### src/rtl/alu_pkg.sv
// Shared definitions for the ALU issue stage.
//   - ALU opcode encoding consumed by the EX-stage ALU
//   - MIPS primary opcode / R-type funct values recognised by the decoder
//   - operand-select and immediate-extension enums
//   - the issued bundle struct held in the ID/EX register
package alu_pkg;

    localparam int XLEN = 32;

    typedef logic [3:0] alu_op_t;

    localparam alu_op_t ALU_ADD  = 4'b0000;
    localparam alu_op_t ALU_SUB  = 4'b0001;
    localparam alu_op_t ALU_AND  = 4'b0010;
    localparam alu_op_t ALU_OR   = 4'b0011;
    localparam alu_op_t ALU_XOR  = 4'b0100;
    localparam alu_op_t ALU_LUI  = 4'b0101;
    localparam alu_op_t ALU_NOR  = 4'b0110;
    localparam alu_op_t ALU_SLL  = 4'b0111;
    localparam alu_op_t ALU_SRL  = 4'b1000;
    localparam alu_op_t ALU_SRA  = 4'b1001;
    localparam alu_op_t ALU_SLLV = 4'b1010;
    localparam alu_op_t ALU_SRLV = 4'b1011;
    localparam alu_op_t ALU_SRAV = 4'b1100;
    localparam alu_op_t ALU_SLT  = 4'b1101;
    localparam alu_op_t ALU_SLTU = 4'b1110;

    // Primary opcodes (instr[31:26])
    localparam logic [5:0] OP_RTYPE = 6'h00;
    localparam logic [5:0] OP_ADDI  = 6'h08;
    localparam logic [5:0] OP_ADDIU = 6'h09;
    localparam logic [5:0] OP_SLTI  = 6'h0A;
    localparam logic [5:0] OP_SLTIU = 6'h0B;
    localparam logic [5:0] OP_ANDI  = 6'h0C;
    localparam logic [5:0] OP_ORI   = 6'h0D;
    localparam logic [5:0] OP_XORI  = 6'h0E;
    localparam logic [5:0] OP_LUI   = 6'h0F;

    // R-type funct codes (instr[5:0])
    localparam logic [5:0] FN_SLL  = 6'h00;
    localparam logic [5:0] FN_SRL  = 6'h02;
    localparam logic [5:0] FN_SRA  = 6'h03;
    localparam logic [5:0] FN_SLLV = 6'h04;
    localparam logic [5:0] FN_SRLV = 6'h06;
    localparam logic [5:0] FN_SRAV = 6'h07;
    localparam logic [5:0] FN_ADD  = 6'h20;
    localparam logic [5:0] FN_ADDU = 6'h21;
    localparam logic [5:0] FN_SUB  = 6'h22;
    localparam logic [5:0] FN_SUBU = 6'h23;
    localparam logic [5:0] FN_AND  = 6'h24;
    localparam logic [5:0] FN_OR   = 6'h25;
    localparam logic [5:0] FN_XOR  = 6'h26;
    localparam logic [5:0] FN_NOR  = 6'h27;
    localparam logic [5:0] FN_SLT  = 6'h2A;
    localparam logic [5:0] FN_SLTU = 6'h2B;

    // Operand A source: register, zero-extended immediate (fixed shifts carry
    // shamt in A[10:6]), or constant zero (LUI).
    typedef enum logic [1:0] {
        A_SEL_RS   = 2'd0,
        A_SEL_IMM  = 2'd1,
        A_SEL_ZERO = 2'd2
    } a_sel_t;

    typedef enum logic {
        B_SEL_RT  = 1'b0,
        B_SEL_IMM = 1'b1
    } b_sel_t;

    typedef enum logic {
        EXT_ZERO = 1'b0,
        EXT_SIGN = 1'b1
    } ext_t;

    typedef struct packed {
        alu_op_t         op;
        logic [XLEN-1:0] a;
        logic [XLEN-1:0] b;
        logic [4:0]      dest;
        logic            reg_write;
        logic            illegal;
    } issue_bundle_t;

    function automatic logic [XLEN-1:0] extend_imm(input logic [15:0] imm, input ext_t mode);
        logic [XLEN-1:0] ext;
        if (mode == EXT_SIGN) begin
            ext = {{(XLEN-16){imm[15]}}, imm};
        end else begin
            ext = {{(XLEN-16){1'b0}}, imm};
        end
        return ext;
    endfunction

endpackage

### src/rtl/alu_issue_stage_if.sv
// Handshake/bus interface of the ALU issue stage.
//   Upstream side : in_valid, in_ready, instr, rs_data, rt_data, flush
//   Downstream side: out_valid, out_ready, alu_op, alu_a, alu_b, dest,
//                    reg_write, illegal
//   modport slave  - the issue stage itself
//   modport master - the surrounding pipeline (decode feeder + EX consumer)
interface alu_issue_stage_if;
    import alu_pkg::*;

    logic            in_valid;
    logic            in_ready;
    logic [31:0]     instr;
    logic [XLEN-1:0] rs_data;
    logic [XLEN-1:0] rt_data;
    logic            flush;

    logic            out_valid;
    logic            out_ready;
    alu_op_t         alu_op;
    logic [XLEN-1:0] alu_a;
    logic [XLEN-1:0] alu_b;
    logic [4:0]      dest;
    logic            reg_write;
    logic            illegal;

    modport slave (
        input  in_valid, instr, rs_data, rt_data, flush, out_ready,
        output in_ready, out_valid, alu_op, alu_a, alu_b, dest, reg_write, illegal
    );

    modport master (
        output in_valid, instr, rs_data, rt_data, flush, out_ready,
        input  in_ready, out_valid, alu_op, alu_a, alu_b, dest, reg_write, illegal
    );

endinterface

### src/rtl/alu_op_decode.sv
// Combinational instruction decoder for the ALU issue stage.
//   instr     in  32  MIPS instruction word
//   op        out 4   ALU opcode (ALU_ADD for unsupported instructions)
//   a_sel     out     operand A source select
//   b_sel     out     operand B source select
//   ext       out     immediate extension mode when b_sel selects the immediate
//   dest      out 5   writeback register (0 for unsupported instructions)
//   reg_write out 1   !illegal && dest != 0
//   illegal   out 1   opcode/funct not supported
module alu_op_decode
    import alu_pkg::*;
(
    input  logic [31:0] instr,
    output alu_op_t     op,
    output a_sel_t      a_sel,
    output b_sel_t      b_sel,
    output ext_t        ext,
    output logic [4:0]  dest,
    output logic        reg_write,
    output logic        illegal
);

    logic [5:0] opcode;
    logic [5:0] funct;
    logic       unused_rs_field;

    assign opcode = instr[31:26];
    assign funct  = instr[5:0];
    // rs selection happens in the register file; the field itself is not needed here.
    assign unused_rs_field = ^instr[25:21];

    always_comb begin
        op      = ALU_ADD;
        a_sel   = A_SEL_RS;
        b_sel   = B_SEL_RT;
        ext     = EXT_ZERO;
        dest    = instr[15:11];
        illegal = 1'b0;

        if (opcode == OP_RTYPE) begin
            unique case (funct)
                FN_ADD, FN_ADDU: op = ALU_ADD;
                FN_SUB, FN_SUBU: op = ALU_SUB;
                FN_AND:          op = ALU_AND;
                FN_OR:           op = ALU_OR;
                FN_XOR:          op = ALU_XOR;
                FN_NOR:          op = ALU_NOR;
                FN_SLT:          op = ALU_SLT;
                FN_SLTU:         op = ALU_SLTU;
                FN_SLLV:         op = ALU_SLLV;
                FN_SRLV:         op = ALU_SRLV;
                FN_SRAV:         op = ALU_SRAV;
                // Fixed shifts: the ALU reads shamt from A[10:6], so the low
                // instruction half is passed through zero-extended on A.
                FN_SLL: begin op = ALU_SLL; a_sel = A_SEL_IMM; end
                FN_SRL: begin op = ALU_SRL; a_sel = A_SEL_IMM; end
                FN_SRA: begin op = ALU_SRA; a_sel = A_SEL_IMM; end
                default:         illegal = 1'b1;
            endcase
        end else begin
            dest  = instr[20:16];
            b_sel = B_SEL_IMM;
            unique case (opcode)
                OP_ADDI, OP_ADDIU: begin op = ALU_ADD;  ext = EXT_SIGN; end
                OP_SLTI:           begin op = ALU_SLT;  ext = EXT_SIGN; end
                OP_SLTIU:          begin op = ALU_SLTU; ext = EXT_SIGN; end
                OP_ANDI:           op = ALU_AND;
                OP_ORI:            op = ALU_OR;
                OP_XORI:           op = ALU_XOR;
                OP_LUI:            begin op = ALU_LUI; a_sel = A_SEL_ZERO; end
                default:           illegal = 1'b1;
            endcase
        end

        // Unsupported instructions still issue, but as a harmless ADD of the
        // raw register operands with no destination.
        if (illegal) begin
            op    = ALU_ADD;
            a_sel = A_SEL_RS;
            b_sel = B_SEL_RT;
            ext   = EXT_ZERO;
            dest  = 5'd0;
        end
    end

    assign reg_write = !illegal && (dest != 5'd0);

endmodule

### src/rtl/alu_issue_stage.sv
// Decode/issue stage producing the ALU input bundle {alu_op, alu_a, alu_b}.
//   clk  in  rising-edge clock
//   rst  in  asynchronous active-high reset
//   bus  alu_issue_stage_if.slave
//        upstream  : in_valid/in_ready handshake, instr, rs_data, rt_data, flush
//        downstream: out_valid/out_ready handshake, alu_op, alu_a, alu_b,
//                    dest, reg_write, illegal
// One ID/EX register; a bundle accepted at edge N is presented from edge N+1
// until EX consumes it. flush beats everything and empties the register.
module alu_issue_stage
    import alu_pkg::*;
#(
    parameter int XLEN    = alu_pkg::XLEN,
    parameter bit RST_NOP = 1'b1
) (
    input  logic                clk,
    input  logic                rst,
    alu_issue_stage_if.slave    bus
);

    alu_op_t       dec_op;
    a_sel_t        dec_a_sel;
    b_sel_t        dec_b_sel;
    ext_t          dec_ext;
    logic [4:0]    dec_dest;
    logic          dec_reg_write;
    logic          dec_illegal;

    logic [XLEN-1:0] imm_ext;
    logic [XLEN-1:0] a_next;
    logic [XLEN-1:0] b_next;

    issue_bundle_t bundle_next;
    issue_bundle_t bundle_reg;
    logic          valid_reg;
    logic          in_ready;

    alu_op_decode u_decode (
        .instr     (bus.instr),
        .op        (dec_op),
        .a_sel     (dec_a_sel),
        .b_sel     (dec_b_sel),
        .ext       (dec_ext),
        .dest      (dec_dest),
        .reg_write (dec_reg_write),
        .illegal   (dec_illegal)
    );

    assign imm_ext = extend_imm(bus.instr[15:0], dec_ext);

    always_comb begin
        a_next = bus.rs_data;
        unique case (dec_a_sel)
            A_SEL_IMM:  a_next = {{(XLEN-16){1'b0}}, bus.instr[15:0]};
            A_SEL_ZERO: a_next = '0;
            default:    a_next = bus.rs_data;
        endcase
    end

    assign b_next = (dec_b_sel == B_SEL_IMM) ? imm_ext : bus.rt_data;

    always_comb begin
        bundle_next           = '0;
        bundle_next.op        = dec_op;
        bundle_next.a         = a_next;
        bundle_next.b         = b_next;
        bundle_next.dest      = dec_dest;
        bundle_next.reg_write = dec_reg_write;
        bundle_next.illegal   = dec_illegal;
    end

    // Depends only on registered state and out_ready, never on in_valid.
    assign in_ready = !valid_reg || bus.out_ready;

    always_ff @(posedge clk or posedge rst) begin
        if (rst) begin
            valid_reg  <= 1'b0;
            bundle_reg <= '0;
        end else if (bus.flush) begin
            valid_reg <= 1'b0;
            if (RST_NOP) begin
                bundle_reg <= '0;
            end
        end else if (in_ready) begin
            // Covers empty-accept, consume-only and consume+accept in one step.
            valid_reg <= bus.in_valid;
            if (bus.in_valid) begin
                bundle_reg <= bundle_next;
            end
        end
    end

    assign bus.in_ready  = in_ready;
    assign bus.out_valid = valid_reg;
    assign bus.alu_op    = bundle_reg.op;
    assign bus.alu_a     = bundle_reg.a;
    assign bus.alu_b     = bundle_reg.b;
    assign bus.dest      = bundle_reg.dest;
    assign bus.reg_write = bundle_reg.reg_write;
    assign bus.illegal   = bundle_reg.illegal;

endmodule
### src/flat_wrapper.sv
// flat-port wrapper written by rule: the top's interface ports become plain ports
module alu_issue_stage_flat import alu_pkg::*;
#(
    parameter int XLEN    = alu_pkg::XLEN,
    parameter bit RST_NOP = 1'b1
)
  (clk, rst, bus_in_valid, bus_instr, bus_rs_data, bus_rt_data, bus_flush, bus_out_ready, bus_in_ready, bus_out_valid, bus_alu_op, bus_alu_a, bus_alu_b, bus_dest, bus_reg_write, bus_illegal);
  alu_issue_stage_if bus_i ();
  input  logic clk;
  input  logic rst;
  input wire logic [$bits(bus_i.in_valid)-1:0] bus_in_valid;
  input wire logic [$bits(bus_i.instr)-1:0] bus_instr;
  input wire logic [$bits(bus_i.rs_data)-1:0] bus_rs_data;
  input wire logic [$bits(bus_i.rt_data)-1:0] bus_rt_data;
  input wire logic [$bits(bus_i.flush)-1:0] bus_flush;
  input wire logic [$bits(bus_i.out_ready)-1:0] bus_out_ready;
  output wire logic [$bits(bus_i.in_ready)-1:0] bus_in_ready;
  output wire logic [$bits(bus_i.out_valid)-1:0] bus_out_valid;
  output wire logic [$bits(bus_i.alu_op)-1:0] bus_alu_op;
  output wire logic [$bits(bus_i.alu_a)-1:0] bus_alu_a;
  output wire logic [$bits(bus_i.alu_b)-1:0] bus_alu_b;
  output wire logic [$bits(bus_i.dest)-1:0] bus_dest;
  output wire logic [$bits(bus_i.reg_write)-1:0] bus_reg_write;
  output wire logic [$bits(bus_i.illegal)-1:0] bus_illegal;
  assign bus_i.in_valid = bus_in_valid;
  assign bus_i.instr = bus_instr;
  assign bus_i.rs_data = bus_rs_data;
  assign bus_i.rt_data = bus_rt_data;
  assign bus_i.flush = bus_flush;
  assign bus_i.out_ready = bus_out_ready;
  assign bus_in_ready = bus_i.in_ready;
  assign bus_out_valid = bus_i.out_valid;
  assign bus_alu_op = bus_i.alu_op;
  assign bus_alu_a = bus_i.alu_a;
  assign bus_alu_b = bus_i.alu_b;
  assign bus_dest = bus_i.dest;
  assign bus_reg_write = bus_i.reg_write;
  assign bus_illegal = bus_i.illegal;
  alu_issue_stage #(.XLEN(XLEN), .RST_NOP(RST_NOP)) u_core (.clk(clk), .rst(rst), .bus(bus_i));
endmodule
### config.mk
export PLATFORM = sky130hd
export DESIGN_NAME = alu_issue_stage_flat
export DESIGN_NICKNAME = d
export VERILOG_FILES = /design/src/rtl/alu_pkg.sv /design/src/rtl/alu_issue_stage_if.sv /design/src/rtl/alu_op_decode.sv /design/src/rtl/alu_issue_stage.sv /design/src/flat_wrapper.sv
export SDC_FILE = /design/constraint.sdc
export NUM_CORES = 1
export LEC_CHECK = 0
export ABC_CLOCK_PERIOD_IN_PS = 3100
export CELL_PAD_IN_SITES_DETAIL_PLACEMENT = 2
export CELL_PAD_IN_SITES_GLOBAL_PLACEMENT = 2
export CORE_UTILIZATION = 22
export DETAILED_ROUTE_END_ITERATION = 6
export PLACE_DENSITY = 0.86
export SLEW_MARGIN = 5
export SYNTH_ARGS = -nofsm -noshare
export SYNTH_HDL_FRONTEND = slang
export SYNTH_SLANG_ARGS = --single-unit
### constraint.sdc
create_clock -name clk -period 3.1 [get_ports clk]
set_clock_uncertainty 0.2 [all_clocks]
set_input_delay 0.31 -clock clk [delete_from_list [all_inputs] [get_ports clk]]
set_output_delay 0.31 -clock clk [all_outputs]
set_load 0.02 [all_outputs]
==> summary.md, run 1 <==
| Metric | Value |
|---|---|
| Arrival time at the worst endpoint | `approximately 2.9 ns` |
| Worst min path class | `in -> async` |
| Antenna cells | `0` |
| CP max stage delay | `0.55 ns` |
| DRC viols | `0` |
| Comb power frac | `a little under a fifth` |
| Synth Cell Area | `3502 µm²` |
| Yosys warning total | `0` |
| Sequential-to-total area share from yosys stat | `a little over half` |
| Final hold vios | `0` |
| WP depth | `8` |
| Register-to-Register Path Depth | `5` |
| RSZ-0062 raised after global routing | `false` |
| Internal power | `2052 µW` |
| Setup bufs post-CTS | `0` |
| Cells after Synth | `363` |
| FP Rows | `45` |
| DRT antenna net count | `0` |
| Largest net degree at the start of global routing | `76` |
| Initial DRC count | `around 100` |
| Initial antenna violation count | `0` |
| Core area | `approximately 15000 µm²` |
| Vias in the first global route | `3983` |
| Worst-margin pin slew | `0.6774 ns` |
| Sequential cell area | `1902 µm²` |
| Starting density of the core | `22.78%` |
| Post-Syn Nets | `around 470` |
| Max VDD drop | `0.3008 mV` |
| Final setup vio count | `0` |
| Via count | `3502` |
| Critical path class | `in -> reg` |
| Largest family of logic cells by synthesized area | `compound AO/OA/AOI/OAI gates` |
| Final min period | `~2.8 ns` |
| Critical path endpoint category | `flop` |
| Mux cell area share after synthesis | `6.288%` |
| Total grt overflow | `0` |
| Compound-Gate Fraction of Synth Area | `a little under 20%` |
| Reg2Reg Launch Point | `u_core.bus.out_valid` |
| Crit path max-delay family | `simple AND/OR/NAND/NOR gates` |
| Die height | `128.2 µm` |
| Critical Path Source Type | `primary input` |
| Gpl congestion | `0.7697` |
| CTS tree | `done` |
| Pleak | `0.002577 µW` |
| Pwr Total | `2783 µW` |
| Vias per cell | `about 4.6` |
| R2r setup slk | `0.98 ns` |
| Die area | `16430 µm²` |
| First-pass GRT wire length | `22750 µm` |
| Pwr dens | `approximately 470 nW/µm²` |
| Slowest CP cell | `or4_4` |
| Worst-path cell chain | `clkdlybuf4s50_1 > or4_4 > or2_1 > nor3_1 > ha_1 > inv_2 > nor2_2 > a22o_1` |
| TritonCTS Buffers | `9` |
| Psw | `731.1 µW` |
| Die W | `about 130 µm` |
| Status | `finished, final reports clean` |
| CTS H-tree depth | `3` |
| Max Clock Freq | `0.3594 GHz` |
| CP required | `3.17 ns` |
| Asr flop ratio synth | `100.0%` |
| Max Cap Viol | `0` |
| Sw Share | `26.27%` |
| Synthesized flop and latch total | `76` |
| EDFF count, synth | `0` |
| CP endpoint | `u_core.bus.alu_a[29]` |
| Clk buf depth | `2` |
| Nets | `643` |
| TritonRoute pass-1 iters | `4` |
| Placed wire-length estimate | `approximately 11000 µm` |
| Max-slew headroom | `54.79%` |
| Synth cell types | `43` |
| Ports | `178` |
| Commonest non-fill, non-tap cell in the layout | `clkdlybuf4s50_1` |
| Sinks on the clock net | `76` |
| Synth Flop Type | `dfrtp_1` |
| Gr usage total | `18.36%` |
| Hold buffer count at cts | `0` |
| Layout cells sized above 1 | `under 10%` |
| Cts repair resizes | `1` |
| I/O Buffers | `172` |
| Clock share of power | `41.9%` |
| Most frequent cells in the layout | `clkdlybuf4s50_1, dfrtp_1, nand2_1` |
| Reg2reg end | `u_core.bus.alu_b[27]` |
| Fillcell total | `around 1700` |
| Clock root cell | `clkbuf_16` |
| Critical Path Fanout Max | `16` |
| Worst path bufs/invs | `2` |
| Syn avg cell area | `9.648 µm²` |
| Routed wire length | `14420 µm` |
| Fin util | `38.47%` |
| Area occupied by multi-input gates | `1496 µm²` |
| Sequential Power Share | `38.9%` |
| Synth-to-layout area growth | `68.85%` |
| Worst setup path start | `bus_instr[27]` |
| Post-synthesis adder-cell area fraction | `0.6431%` |
| Simple-gate share of the synthesized area | `15.68%` |
| Routed wire per std cell | `roughly 19 µm` |
| Tcrit/Tclk final | `between 80% and 90%` |
| Reg clk slew, reported paths | `0.06 ns` |
| Max Slew Vio Count | `0` |
| XOR/XNOR share of the synthesized area | `0.2501%` |
| Worst-skew pair later-pin latency | `0.33 ns` |
metal layers:
layer / vias up / track usage, % / share of wire, %
met3: 16 / 3.756 / 5.2
li1: 1636 / - / -
met1: 1740 / 22.05 / 41
met2: 110 / 32.29 / 51
met4: 0 / 6.713 / 2.0
met5: - / 0 / 0
stage by stage:
stage	hold WS, ns	setup TNS (ns)	area (µm²)	instances	setup WS, ns
final	0.1347	0	5913	757	0.3177
after global routing	0.1896	0	5913	757	0.1746
after CTS	0.1540	0	5913	757	0.3243
after detailed placement	0.2782	-5.319	5584	741	-0.3549
after global placement	0.2609	-3.493	5584	741	-0.2200
after floorplan	0.1731	0	3502	363	0.1744
cells by family after synthesis:
logic type,after synthesis
AND/OR/NAND/NOR,120
AO/OA/AOI/OAI,111
flip-flops,76
buffers and inverters,31
multiplexers,22
adder cells (fa/ha/maj),2
XOR/XNOR,1
final cells by class:
| cell class | instances | share of cell area [%] |
|---|---|---|
| clock inverter | 5 | 1.418 |
| timing repair buffer | 193 | 32.20 |
| multi-input combinational | 256 | 25.31 |
| sequential | 76 | 32.16 |
| tap | 211 | 4.465 |
| clock buffer | 11 | 4.105 |
| inverter | 5 | 0.3386 |
state kept, by name, indices dropped and copies added, names as in the netlist:
signal	count
u_core.bus.reg_write	1
u_core.bus.out_valid	1
u_core.bus.alu_op	4
u_core.bus.alu_a	32
u_core.bus.illegal	1
u_core.bus.dest	5
u_core.bus.alu_b	32
worst min path at each step:
stage | start | cells past startpoint | slack [ns] | end
finish | rst | 2 | 0.13 | u_core.bus.alu_a[31]
global route | rst | 2 | 0.19 | u_core.bus.alu_a[31]
CTS | rst | 2 | 0.15 | u_core.bus.alu_a[31]
detailed placement | u_core.bus.alu_b[6] | 2 | 0.28 | u_core.bus.alu_b[6]
global placement | u_core.bus.alu_b[11] | 2 | 0.26 | u_core.bus.alu_b[11]
floorplan | bus_flush | 1 | 0.17 | u_core.bus.out_valid
power by group through the flow:
stage	Sequential [µW]	Clock [µW]	Combinational, µW
6_report	1080	1170	536
3_3_place_gp	1100	0	524
2_1_floorplan	1170	0	142
5_1_grt	1090	1250	574
4_1_cts	1080	1210	546
3_5_place_dp	1100	0	543
synthesized netlist by cell type, types with 2 or more instances:
master	instances	area, µm²
or4_1	3	22.52
o21ai_1	44	220.2
inv_1	3	11.26
and3_1	11	68.82
mux2i_1	22	220.2
nand3b_1	3	22.52
buf_1	2	7.510
nand2_1	63	236.5
nand2b_1	4	25.02
nor2b_1	2	12.51
dfrtp_1	76	1902
nor2_1	22	82.58
clkbuf_1	23	86.33
inv_2	2	7.510
a22o_1	18	157.7
a21oi_1	16	80.08
o21ai_0	16	80.08
a22oi_1	6	45.04
nor3_1	3	15.01
worst reg2reg max path, cell delays in order (launching register included):
cell and delay [ns]:
dfrtp_1 0.35, nand2b_1 0.15, nand3b_1 0.17, buf_4 0.38, a21o_1 0.56, o21ai_1 0.18
Power figures use the tool's default switching activity.
==> inputs of run 2 (changes only) <==
--- a/config.mk
+++ b/config.mk
@@ -10,7 +10,8 @@
 export CELL_PAD_IN_SITES_GLOBAL_PLACEMENT = 2
 export CORE_UTILIZATION = 22
 export DETAILED_ROUTE_END_ITERATION = 6
-export PLACE_DENSITY = 0.86
+export MAX_ROUTING_LAYER = met4
+export PLACE_DENSITY_LB_ADDON = 0.1
 export SLEW_MARGIN = 5
 export SYNTH_ARGS = -nofsm -noshare
 export SYNTH_HDL_FRONTEND = slang
==> run 2 against run 1 <==
Compared with the run above: final cell count up 0.26%; critical endpoint is now u_core.bus.alu_a[30]; count of clock-buffer cells in the layout rose by 1; largest cell class unchanged; wire length fell by 4.0%; critical path type unchanged.
==> summary.md, run 2 (synthesized netlist as in run 1, its figures left out) <==
| Metric | Value |
|---|---|
| Status | `finished, final reports clean` |
| CTS H-tree depth | `3` |
| Final WS setup | `0.3344 ns` |
| Vias in the first global route | `slightly below 4000` |
| Post-Route Setup TNS | `0 ns` |
| CP max stage delay | `0.56 ns` |
| Setup bufs post-CTS | `0` |
| Synth-to-layout area growth | `68.56%` |
| Routed wire per std cell | `around 18 µm` |
| Critical Path Fanout Max | `16` |
| Routed wire length | `~14000 µm` |
| Max Slew Vio Count | `0` |
| Sw Share | `27.38%` |
| I/O Buffers | `between 150 and 200` |
| Clock root cell | `clkbuf_16` |
| TritonCTS Buffers | `9` |
| Internal power | `1916 µW` |
| Worst min path class | `in -> async` |
| Most frequent cells in the layout | `clkdlybuf4s50_1, dfrtp_1, nand2_1` |
| CTS tree | `done` |
| Via count | `approximately 3500` |
| Max Cap Viol | `0` |
| Sequential Power Share | `40.9%` |
| Clock share of power | `a little under 40%` |
| Final hold vios | `0` |
| R2r setup slk | `1.00 ns` |
| Die W | `128.2 µm` |
| First-pass GRT wire length | `21870 µm` |
| Initial antenna violation count | `0` |
| Antenna cells | `0` |
| Max Clock Freq | `between 0.3 and 0.4 GHz` |
| Layout cells sized above 1 | `8.759%` |
| TritonRoute pass-1 iters | `4` |
| Critical path class | `in -> reg` |
| Reg clk slew, reported paths | `roughly 0.06 ns` |
| Post-route worst hold slack | `0.09163 ns` |
| Sinks on the clock net | `76` |
| Worst-skew pair later-pin latency | `0.33 ns` |
| Ports | `178` |
| Starting density of the core | `22.78%` |
| Worst path bufs/invs | `2` |
| Worst-path cell chain | `clkdlybuf4s50_1 > or4_4 > or2_1 > nor3_1 > ha_1 > inv_2 > nor2_2 > a22o_1` |
| Placed wire-length estimate | `~10000 µm` |
| Gr usage total | `between 10% and 20%` |
| Pleak | `0.002573 µW` |
| CP required | `3.17 ns` |
| Comb power frac | `20.3%` |
| Gpl congestion | `0.7306` |
| Max-slew headroom | `53.45%` |
| Tcrit/Tclk final | `89.21%` |
| Critical Path Source Type | `primary input` |
| DRT antenna net count | `0` |
| Fillcell total | `approximately 1700` |
| Core area | `between 15000 and 20000 µm²` |
| Commonest non-fill, non-tap cell in the layout | `clkdlybuf4s50_1` |
| Die height | `around 130 µm` |
| Initial DRC count | `~120` |
| Psw | `between 700 and 800 µW` |
| Final min period | `2.766 ns` |
| Largest net degree at the start of global routing | `55` |
| Total grt overflow | `0` |
| Arrival time at the worst endpoint | `2.84 ns` |
| Max VDD drop | `0.2273 mV` |
| Clk buf depth | `2` |
| Vias per cell | `4.601` |
| Slowest CP cell | `nor2_2` |
| Pwr dens | `446.9 nW/µm²` |
| Placed insts | `between 700 and 800` |
| RSZ-0062 raised after global routing | `false` |
| Die area | `16430 µm²` |
| FP Rows | `45` |
| Finished Layout Cells | `759` |
| Critical path endpoint category | `flop` |
| Worst-margin pin slew | `0.6975 ns` |
| DRC viols | `0` |
| Final setup vio count | `0` |
| Nets | `645` |
| Crit path max-delay family | `simple AND/OR/NAND/NOR gates` |
| Place WS | `-0.3356 ns` |
-- run 2: changes by cell type in the layout (fill, tap and decap cells not counted) --
cell       change
clkbuf_8       +1
buf_4          +1
bufinv_16      -2
clkinv_4       +1
buf_12         +1
-- run 2: timing repair --
action | CTS | global route
setup endpoints to repair | 1 | 0
hold buffers | 0 | 0
endpoints found under the hold margin | 0 | 0
gates resized for setup | 1 | 0
-- run 2: layer usage --
layer / vias to the layer above / GRT usage [%] / share of wire [%]
li1: 1638 / - / -
met1: 1743 / 23.00 / 46
met2: 97 / 29.48 / 48
met3: 14 / 3.840 / 4.3
met4: 0 / 5.813 / 1.3
met5: - / - / 0
-- run 2: power by group through the flow --
stage | clock [µW] | combinational [µW] | sequential [µW]
detailed placement | 0 | 545 | 1100
global route | 1110 | 576 | 1090
CTS | 1070 | 547 | 1080
finish | 1020 | 535 | 1080
floorplan | 0 | 142 | 1170
global placement | 0 | 535 | 1100
-- run 2: final timing paths --
kind / to / depth (start not counted) / from
setup / recovery: u_core.bus.alu_a[30] / 8 / bus_instr[27]
hold / removal: u_core.bus.alu_a[27] / 2 / rst
setup reg to reg: u_core.bus.alu_b[31] / 5 / u_core.bus.out_valid
hold reg to reg: u_core.bus.alu_b[11] / 2 / u_core.bus.alu_b[11]
max in group asynchronous: u_core.bus.alu_a[10] / 3 / rst
min in group clk: u_core.bus.alu_b[11] / 2 / u_core.bus.alu_b[11]
-- run 2: layout make-up --
class / instances / area, µm² / area share (%)
flip-flops and latches: 76 / 1902 / 32.22
well taps: 211 / 264.0 / 4.472
repair buffers: 195 / 1932 / 32.73
inverters: 5 / 20.02 / 0.3391
clock inverters: 4 / 32.53 / 0.5511
multi-input cells: 256 / 1496 / 25.35
clock buffers: 12 / 256.5 / 4.345
-- run 2: stage by stage --
stage | utilization [%] | area [µm²] | power (µW)
floorplan | - | 3502 | 1308
global placement | 36.51 | 5612 | 1631
detailed placement | 36.51 | 5612 | 1644
CTS | 38.40 | 5903 | 2700
global route | 38.40 | 5903 | 2777
finish | 38.40 | 5903 | 2638
